**src/rtl/upc_isa_pkg.sv**
```systemverilog
// rtl/upc_isa_pkg.sv - shared opcode constants, class helpers and hazard FSM state type
//
// Purpose: single source of truth for the opcode encodings the hazard logic
// decodes, the small classification functions built on them, and the state
// type of the hazard sequencer.
// Ports: none (package).
package upc_isa_pkg;

  localparam int OPC_W = 7;

  localparam logic [OPC_W-1:0] OP_NOP  = 7'h00;
  localparam logic [OPC_W-1:0] OP_MUL  = 7'h02;
  localparam logic [OPC_W-1:0] OP_LDW  = 7'h10;
  localparam logic [OPC_W-1:0] OP_LDB  = 7'h11;
  localparam logic [OPC_W-1:0] OP_STW  = 7'h12;
  localparam logic [OPC_W-1:0] OP_STB  = 7'h13;
  localparam logic [OPC_W-1:0] OP_BEQ  = 7'h30;
  localparam logic [OPC_W-1:0] OP_JUMP = 7'h31;

  // Forwarding select encodings for the execute-stage operand muxes.
  localparam logic [1:0] FWD_RF = 2'd0;
  localparam logic [1:0] FWD_M  = 2'd1;
  localparam logic [1:0] FWD_W  = 2'd2;

  typedef enum logic [1:0] {
    ST_RUN      = 2'd0,
    ST_MUL_WAIT = 2'd1,
    ST_MEM_WAIT = 2'd2
  } hazard_state_t;

  function automatic logic is_load(input logic [OPC_W-1:0] op);
    return (op == OP_LDW) || (op == OP_LDB);
  endfunction

  function automatic logic is_mem(input logic [OPC_W-1:0] op);
    return is_load(op) || (op == OP_STW) || (op == OP_STB);
  endfunction

  // Everything except bubbles, stores and control transfers produces a result.
  function automatic logic writes_reg(input logic [OPC_W-1:0] op);
    return !((op == OP_NOP) || (op == OP_STW) || (op == OP_STB) ||
             (op == OP_BEQ) || (op == OP_JUMP));
  endfunction

endpackage

```
**src/rtl/hazard_fwd_mux.sv**
```systemverilog
// rtl/hazard_fwd_mux.sv - forwarding source compare for one execute operand
//
// Purpose: picks where one execute-stage operand comes from: register file,
// the M-stage result or the W-stage result. M wins over W because it is the
// younger producer. A load in M has no data yet, so it is never an M source.
// Ports:
//   i_src    in  execute source register index
//   i_m_dst  in  destination index of the instruction in M (0 = none)
//   i_m_load in  instruction in M is a load
//   i_w_dst  in  destination index of the instruction in W (0 = none)
//   o_sel    out 0 = regfile, 1 = M result, 2 = W result
module hazard_fwd_mux
  import upc_isa_pkg::*;
#(
  parameter int REG_IDX_W = 6
) (
  input  logic [REG_IDX_W-1:0] i_src,
  input  logic [REG_IDX_W-1:0] i_m_dst,
  input  logic                 i_m_load,
  input  logic [REG_IDX_W-1:0] i_w_dst,
  output logic [1:0]           o_sel
);

  logic w_src_live;
  logic w_m_hit;
  logic w_w_hit;

  // r0 is hardwired zero, so it never matches a producer.
  assign w_src_live = (i_src != '0);
  assign w_m_hit    = w_src_live && (i_src == i_m_dst) && !i_m_load;
  assign w_w_hit    = w_src_live && (i_src == i_w_dst);

  always_comb begin
    o_sel = FWD_RF;
    if (w_m_hit) begin
      o_sel = FWD_M;
    end else if (w_w_hit) begin
      o_sel = FWD_W;
    end
  end

endmodule

```
**src/rtl/hazard_ctrl.sv**
```systemverilog
// rtl/hazard_ctrl.sv - pipeline hazard controller: stalls, bubbles, squashes and forwarding
//
// Purpose: control partner of the D->X and X->M pipeline registers. Tracks
// the destinations of instructions in M and W, selects execute operand
// forwarding, and sequences load-use, multiply and data-memory-wait stalls.
// Ports:
//   clock, reset_n                    pipeline clock, async active-low reset
//   d_opcode, d_src_reg_1/2           decode-stage opcode and sources
//   x_opcode, x_dst_reg, x_src_reg_1/2 execute-stage fields
//   x_branch_taken                    execute resolved a taken redirect
//   dmem_ready                        M-stage memory access completes
//   f_stall, d_stall, x_stall, m_stall hold PC / F->D / D->X / X->M
//   d2x_flush, f2d_flush              load a bubble into D->X / F->D
//   fwd_sel_1, fwd_sel_2              execute operand sources (0 RF, 1 M, 2 W)
module hazard_ctrl
  import upc_isa_pkg::*;
#(
  parameter int MUL_LATENCY = 3,
  parameter int REG_IDX_W   = 6
) (
  input  logic                 clock,
  input  logic                 reset_n,
  input  logic [OPC_W-1:0]     d_opcode,
  input  logic [REG_IDX_W-1:0] d_src_reg_1,
  input  logic [REG_IDX_W-1:0] d_src_reg_2,
  input  logic [OPC_W-1:0]     x_opcode,
  input  logic [REG_IDX_W-1:0] x_dst_reg,
  input  logic [REG_IDX_W-1:0] x_src_reg_1,
  input  logic [REG_IDX_W-1:0] x_src_reg_2,
  input  logic                 x_branch_taken,
  input  logic                 dmem_ready,
  output logic                 f_stall,
  output logic                 d_stall,
  output logic                 x_stall,
  output logic                 m_stall,
  output logic                 d2x_flush,
  output logic                 f2d_flush,
  output logic [1:0]           fwd_sel_1,
  output logic [1:0]           fwd_sel_2
);

  localparam int              CNT_W    = $clog2(MUL_LATENCY + 1);
  localparam logic [CNT_W-1:0] MUL_LOAD = CNT_W'(MUL_LATENCY - 1);
  localparam logic [CNT_W-1:0] CNT_ONE  = CNT_W'(1);

  hazard_state_t           r_state;
  hazard_state_t           r_prior;
  logic [CNT_W-1:0]        r_mul_cnt;
  logic [REG_IDX_W-1:0]    r_m_dst;
  logic [REG_IDX_W-1:0]    r_w_dst;
  logic                    r_m_load;
  logic                    r_m_mem;

  hazard_state_t           w_state_nxt;
  hazard_state_t           w_prior_nxt;
  hazard_state_t           w_eff_state;
  logic [CNT_W-1:0]        w_mul_cnt_nxt;
  logic                    w_mem_hold;
  logic                    w_load_use;
  logic                    w_mul_busy;
  logic                    w_f_stall;
  logic                    w_d_stall;
  logic                    w_x_stall;
  logic                    w_m_stall;
  logic                    w_d2x_flush;
  logic                    w_f2d_flush;

  // M-stage access not yet acknowledged: everything upstream must freeze.
  assign w_mem_hold = r_m_mem && !dmem_ready;

  // On the cycle memory releases, behave as the state we were parked from.
  assign w_eff_state = (r_state == ST_MEM_WAIT) ? r_prior : r_state;

  // A decode bubble reads no registers, so it cannot be a load-use consumer.
  assign w_load_use = is_load(x_opcode) && (x_dst_reg != '0) && (d_opcode != OP_NOP) &&
                      ((x_dst_reg == d_src_reg_1) || (x_dst_reg == d_src_reg_2));

  // X stays held while the decremented count is still non-zero, so the MUL
  // leaves X on the MUL_LATENCY-th cycle it has spent there.
  assign w_mul_busy = (r_mul_cnt > CNT_ONE);

  // State register.
  always_ff @(posedge clock or negedge reset_n) begin
    if (!reset_n) begin
      r_state   <= ST_RUN;
      r_prior   <= ST_RUN;
      r_mul_cnt <= '0;
    end else begin
      r_state   <= w_state_nxt;
      r_prior   <= w_prior_nxt;
      r_mul_cnt <= w_mul_cnt_nxt;
    end
  end

  // Next-state logic.
  always_comb begin
    w_state_nxt   = w_eff_state;
    w_prior_nxt   = r_prior;
    w_mul_cnt_nxt = r_mul_cnt;
    if (w_mem_hold) begin
      // Count is left untouched so a pending MUL resumes where it stopped.
      w_state_nxt = ST_MEM_WAIT;
      w_prior_nxt = w_eff_state;
    end else begin
      case (w_eff_state)
        ST_RUN: begin
          if ((x_opcode == OP_MUL) && !x_branch_taken) begin
            w_state_nxt   = ST_MUL_WAIT;
            w_mul_cnt_nxt = MUL_LOAD;
          end
        end
        ST_MUL_WAIT: begin
          if (w_mul_busy) begin
            w_mul_cnt_nxt = r_mul_cnt - CNT_ONE;
          end else begin
            w_state_nxt   = ST_RUN;
            w_mul_cnt_nxt = '0;
          end
        end
        default: begin
          w_state_nxt   = ST_RUN;
          w_mul_cnt_nxt = '0;
        end
      endcase
    end
  end

  // Output logic. Redirect is checked before any RUN-state stall so that a
  // squash never coincides with a held D->X register.
  always_comb begin
    w_f_stall   = 1'b0;
    w_d_stall   = 1'b0;
    w_x_stall   = 1'b0;
    w_m_stall   = 1'b0;
    w_d2x_flush = 1'b0;
    w_f2d_flush = 1'b0;
    if (w_mem_hold) begin
      w_f_stall = 1'b1;
      w_d_stall = 1'b1;
      w_x_stall = 1'b1;
      w_m_stall = 1'b1;
    end else begin
      case (w_eff_state)
        ST_RUN: begin
          if (x_branch_taken) begin
            w_f2d_flush = 1'b1;
            w_d2x_flush = 1'b1;
          end else if (x_opcode == OP_MUL) begin
            w_f_stall = 1'b1;
            w_d_stall = 1'b1;
            w_x_stall = 1'b1;
          end else if (w_load_use) begin
            w_f_stall   = 1'b1;
            w_d_stall   = 1'b1;
            w_d2x_flush = 1'b1;
          end
        end
        ST_MUL_WAIT: begin
          w_f_stall = w_mul_busy;
          w_d_stall = w_mul_busy;
          w_x_stall = w_mul_busy;
        end
        default: begin
          w_f_stall = 1'b0;
        end
      endcase
    end
  end

  assign f_stall   = reset_n & w_f_stall;
  assign d_stall   = reset_n & w_d_stall;
  assign x_stall   = reset_n & w_x_stall;
  assign m_stall   = reset_n & w_m_stall;
  assign d2x_flush = reset_n & w_d2x_flush;
  assign f2d_flush = reset_n & w_f2d_flush;

  // M/W destination tracking. A held X stage sends a bubble into M.
  always_ff @(posedge clock or negedge reset_n) begin
    if (!reset_n) begin
      r_m_dst  <= '0;
      r_w_dst  <= '0;
      r_m_load <= 1'b0;
      r_m_mem  <= 1'b0;
    end else if (!w_m_stall) begin
      if (w_x_stall) begin
        r_m_dst  <= '0;
        r_m_load <= 1'b0;
        r_m_mem  <= 1'b0;
      end else begin
        r_m_dst  <= writes_reg(x_opcode) ? x_dst_reg : '0;
        r_m_load <= is_load(x_opcode);
        r_m_mem  <= is_mem(x_opcode);
      end
      r_w_dst <= r_m_dst;
    end
  end

  hazard_fwd_mux #(.REG_IDX_W(REG_IDX_W)) u_fwd_1 (
    .i_src    (x_src_reg_1),
    .i_m_dst  (r_m_dst),
    .i_m_load (r_m_load),
    .i_w_dst  (r_w_dst),
    .o_sel    (fwd_sel_1)
  );

  hazard_fwd_mux #(.REG_IDX_W(REG_IDX_W)) u_fwd_2 (
    .i_src    (x_src_reg_2),
    .i_m_dst  (r_m_dst),
    .i_m_load (r_m_load),
    .i_w_dst  (r_w_dst),
    .o_sel    (fwd_sel_2)
  );

endmodule
```
**config.mk**
```make
export PLATFORM = sky130hd
export DESIGN_NAME = hazard_ctrl
export DESIGN_NICKNAME = d
export VERILOG_FILES = /design/src/rtl/upc_isa_pkg.sv /design/src/rtl/hazard_fwd_mux.sv /design/src/rtl/hazard_ctrl.sv
export SDC_FILE = /design/constraint.sdc
export NUM_CORES = 1
export LEC_CHECK = 0
export BUFFER_PORTS_ARGS = -buffer_cell sky130_fd_sc_hd__buf_2
export CAP_MARGIN = 5
export CELL_PAD_IN_SITES_DETAIL_PLACEMENT = 1
export CELL_PAD_IN_SITES_GLOBAL_PLACEMENT = 1
export CORE_MARGIN = 5
export CORE_UTILIZATION = 37
export CTS_CLUSTER_DIAMETER = 50
export CTS_CLUSTER_SIZE = 10
export DETAILED_ROUTE_END_ITERATION = 10
export GPL_ROUTABILITY_DRIVEN = 0
export PLACE_DENSITY = 0.95
export SYNTH_ARGS = -nofsm -noshare
export SYNTH_HDL_FRONTEND = slang
export SYNTH_SLANG_ARGS = --single-unit
```
**constraint.sdc**
```tcl
create_clock -name clock -period 2.3 [get_ports clock]
set_input_delay 0.115 -clock clock [delete_from_list [all_inputs] [get_ports clock]]
set_output_delay 0.115 -clock clock [all_outputs]
set_load 0.05 [all_outputs]
```
==> results.yml <==
outcome:
  outcome: "finished clean"
logic_synthesis:
  synth_top_cell_area_share_pct: 34.75
  synth-seq-cells: 20
  muxShareOfSynthArea_pct: 0.7819
  synthAdderAreaFrac_pct: 0
  synth_fp_nets: 214
  synth_simple_gate_area_share_pct: 25.20
  synth_area_leaders: "dfrtp_1 35%, xor2_1 18%, nand2_1 6.3%"
  synth-edff-count: 0
  async_flop_share_pct: 100.0
  synth_xor_area_share_pct: 22.50
  yosys_most_used_dff: "dfrtp_1"
  synth_compound_area_share_pct: 13.12
  yosysMostFrequentCell: "xor2_1"
  synth_common_cells: "29 x xor2_1, 24 x nand2_1, 20 x dfrtp_1"
  yosysUniqueCellTypes: 35
  yosys_warnings: 0
  yosysTopAreaCell: "dfrtp_1"
  synth_area_mm2: 0.001440
  synth_top_family_by_area: "simple AND/OR/NAND/NOR gates"
  seq_area_frac_synth_pct: 34.75
  synth_area_per_cell_um2: 8.675
  syn_inst: 166
sta:
  clock.fmax_ghz: 0.4535
  worst_slew_pin_slew_ps: 451.6
  maxSlewHeadroom_pct: 69.47
  setup_viol: 0
  slew_violations: 0
  layout_worst_path_cycle_share_pct: 95.86
  hold_viol: 0
  final.min_clock_period_ps: 2205
  skew_ps: 5.852
global_route:
  grt_pass1_wl_um: 6941
  grt_max_degree: 25
  overflow: 0
  grt_pass1_vias: 1485
  track_usage_pct: 16.61
  antenna_found_initial: 0
drt:
  drc: 0
  post_drt_wl_per_cell_um: 15.16
  drt_iter0_markers: 17
  firstDrtPassIters: 4
  routed_via_density: 5.181
  ant_nets: 0
  wl_um: 4109
  vias: 1404
clock_tree:
  cts_setup_buffers: 0
  cts_buffers: 3
  clkLatencyLatePin_ps: 270
  cts_tree: "yes"
  h-tree-depth: 1
  cts.sink_count: 20
  cts_root_buf: "clkbuf_8"
  clk_pin_slew_worst_paths_ps: 70
  clock_path_buffers: 2
die:
  pin_count: 58
  coreArea_mm2: 0.003716
  fp-row-count: 22
  die_h_um: 72.39
  die-width_um: 72.39
  die_area_mm2: 0.005240
  start_util_pct: 38.75
cells_and_area:
  n_fill_cell: 481
  nets: 272
  antenna_cells: 0
  fin_area_mm2: 0.001844
  drive_gt1_share_pct: 30.49
  areaGrowthSynthToFinish_pct: 28.06
place:
  dp_hpwl_um: 3275
  placed_area_mm2: 0.001767
  io_buffers: 57
pwr:
  power_density_mw_per_mm2: 482.9
  peakVddDrop_mv: 0.2226
  sw_frac_of_total_pct: 29.33
  p_int_uw: 629.3
  p_switching_uw: 261.2
  p_total_uw: 890.5
  clkPwrFrac_pct: 30.5
  p_leak_nw: 0.9161
  pwr-share-seq_pct: 45.7
  power_frac_comb_pct: 23.8
worst_setup_path:
  worstPathArrival_ps: 2090
  end_kind: "primary output"
  cp.required_ps: 2180
  critPathMaxFanout: 5
  worstSetupPathType: "reg -> out"
  worstSetupStartpointType: "flop"
run:
  drv_cap: 0
worst_hold_path:
  hp-class: "in -> reg"
## power by group through the flow
stage               logic [mW]  clock network [mW]  registers [mW]
floorplan                0.123                   0           0.404
finish                   0.212               0.271           0.407
global placement         0.205                   0           0.412
global route             0.238               0.293           0.410
detailed placement       0.212                   0           0.414
CTS                      0.215               0.278           0.407
## metrics by stage
step                instances  hold slack (ps)  util [%]  setup TNS, ps  setup slack, ps
floorplan                 166           -180.6         -              0            22.89
global placement          266            121.5     47.54              0            438.9
detailed placement        266            118.4     47.54              0            381.2
CTS                       271            133.9     49.29              0            24.22
global route              271            152.8     49.63         -7.794           -7.794
finish                    271            136.1     49.63              0            95.13
## final timing paths
| check | start | to | slack, ps | cells past startpoint |
|---|---|---|---|---|
| setup / recovery | r_prior[1]$_DFFE_PN0P_ | d_stall | 100 | 5 |
| hold / removal | x_dst_reg[1] | r_m_dst[1]$_DFFE_PN0N_ | 140 | 2 |
| max in group asynchronous | reset_n | r_w_dst[0]$_DFFE_PN0N_ | 1700 | 3 |
| min in group asynchronous | reset_n | r_mul_cnt[1]$_DFFE_PN0P_ | 370 | 3 |
| setup reg to reg | r_prior[1]$_DFFE_PN0P_ | r_m_dst[4]$_DFFE_PN0N_ | 530 | 4 |
| hold reg to reg | r_mul_cnt[0]$_DFFE_PN0P_ | r_mul_cnt[0]$_DFFE_PN0P_ | 530 | 1 |
## critical path, cell delays in order, from the launching register on
cell and delay (ps):
dfrtp_1 420, o21a_1 270, or3_1 370, o311ai_2 320, o2bb2ai_1 190, buf_4 250
## cells by family (layout without fill, tap and decap cells)
group / count (synthesis) / count (layout)
flops: 20 / 20
simple gates: 71 / 71
buf+inv: 11 / 68
xor+xnor: 37 / 37
compound gates: 26 / 26
mux: 1 / 1
## state kept, by name, indices dropped and copies added, names as in the netlist
register and cells:
r_w_dst 6, r_mul_cnt 2, r_prior 2, r_m_load 1, r_state 2, r_m_mem 1
r_m_dst 6
## repair_timing
item / in CTS / in global routing
endpoints found under the setup margin: 0 / 2
hold endpoints to repair: 20 / 0
hold buffers: 1 / 0
gates resized for setup: 0 / 5
## cell usage in the layout, fill, tap and decap left out, types with 2 or more instances in the layout
cell	Yosys	routed
clkbuf_8	0	4
o21ai_0	2	2
o311a_1	2	2
a22o_1	6	6
a22oi_1	2	2
or3_1	3	3
and2_1	4	4
nand4_1	3	3
nand2_1	24	24
a21oi_1	3	3
inv_1	2	2
buf_4	3	5
nor4_1	10	10
dfrtp_1	20	20
xnor2_1	8	8
nor2_1	10	10
o31ai_1	2	2
nor3_1	7	7
buf_2	0	55
xor2_1	29	29
and3_1	2	2
nand3_1	2	2
o21ai_1	4	4
## layer usage
layer | global-route usage [%] | share of wire, % | vias up
li1 | - | - | 701
met1 | 20.24 | 43 | 642
met2 | 29.02 | 48 | 51
met3 | 1.662 | 6.4 | 10
met4 | 8.197 | 2.7 | 0
met5 | 0 | 0 | -
## cell type report
class	instances	area [um2]	share of cell area, %
Timing Repair Buffer	61	322.8	17.50
Tap cell	48	60.06	3.256
Inverter	3	11.26	0.6106
Multi-Input combinational cell	135	894.6	48.51
Clock buffer	4	55.05	2.985
Sequential cell	20	500.5	27.14
(Power assumes the default switching activity.)
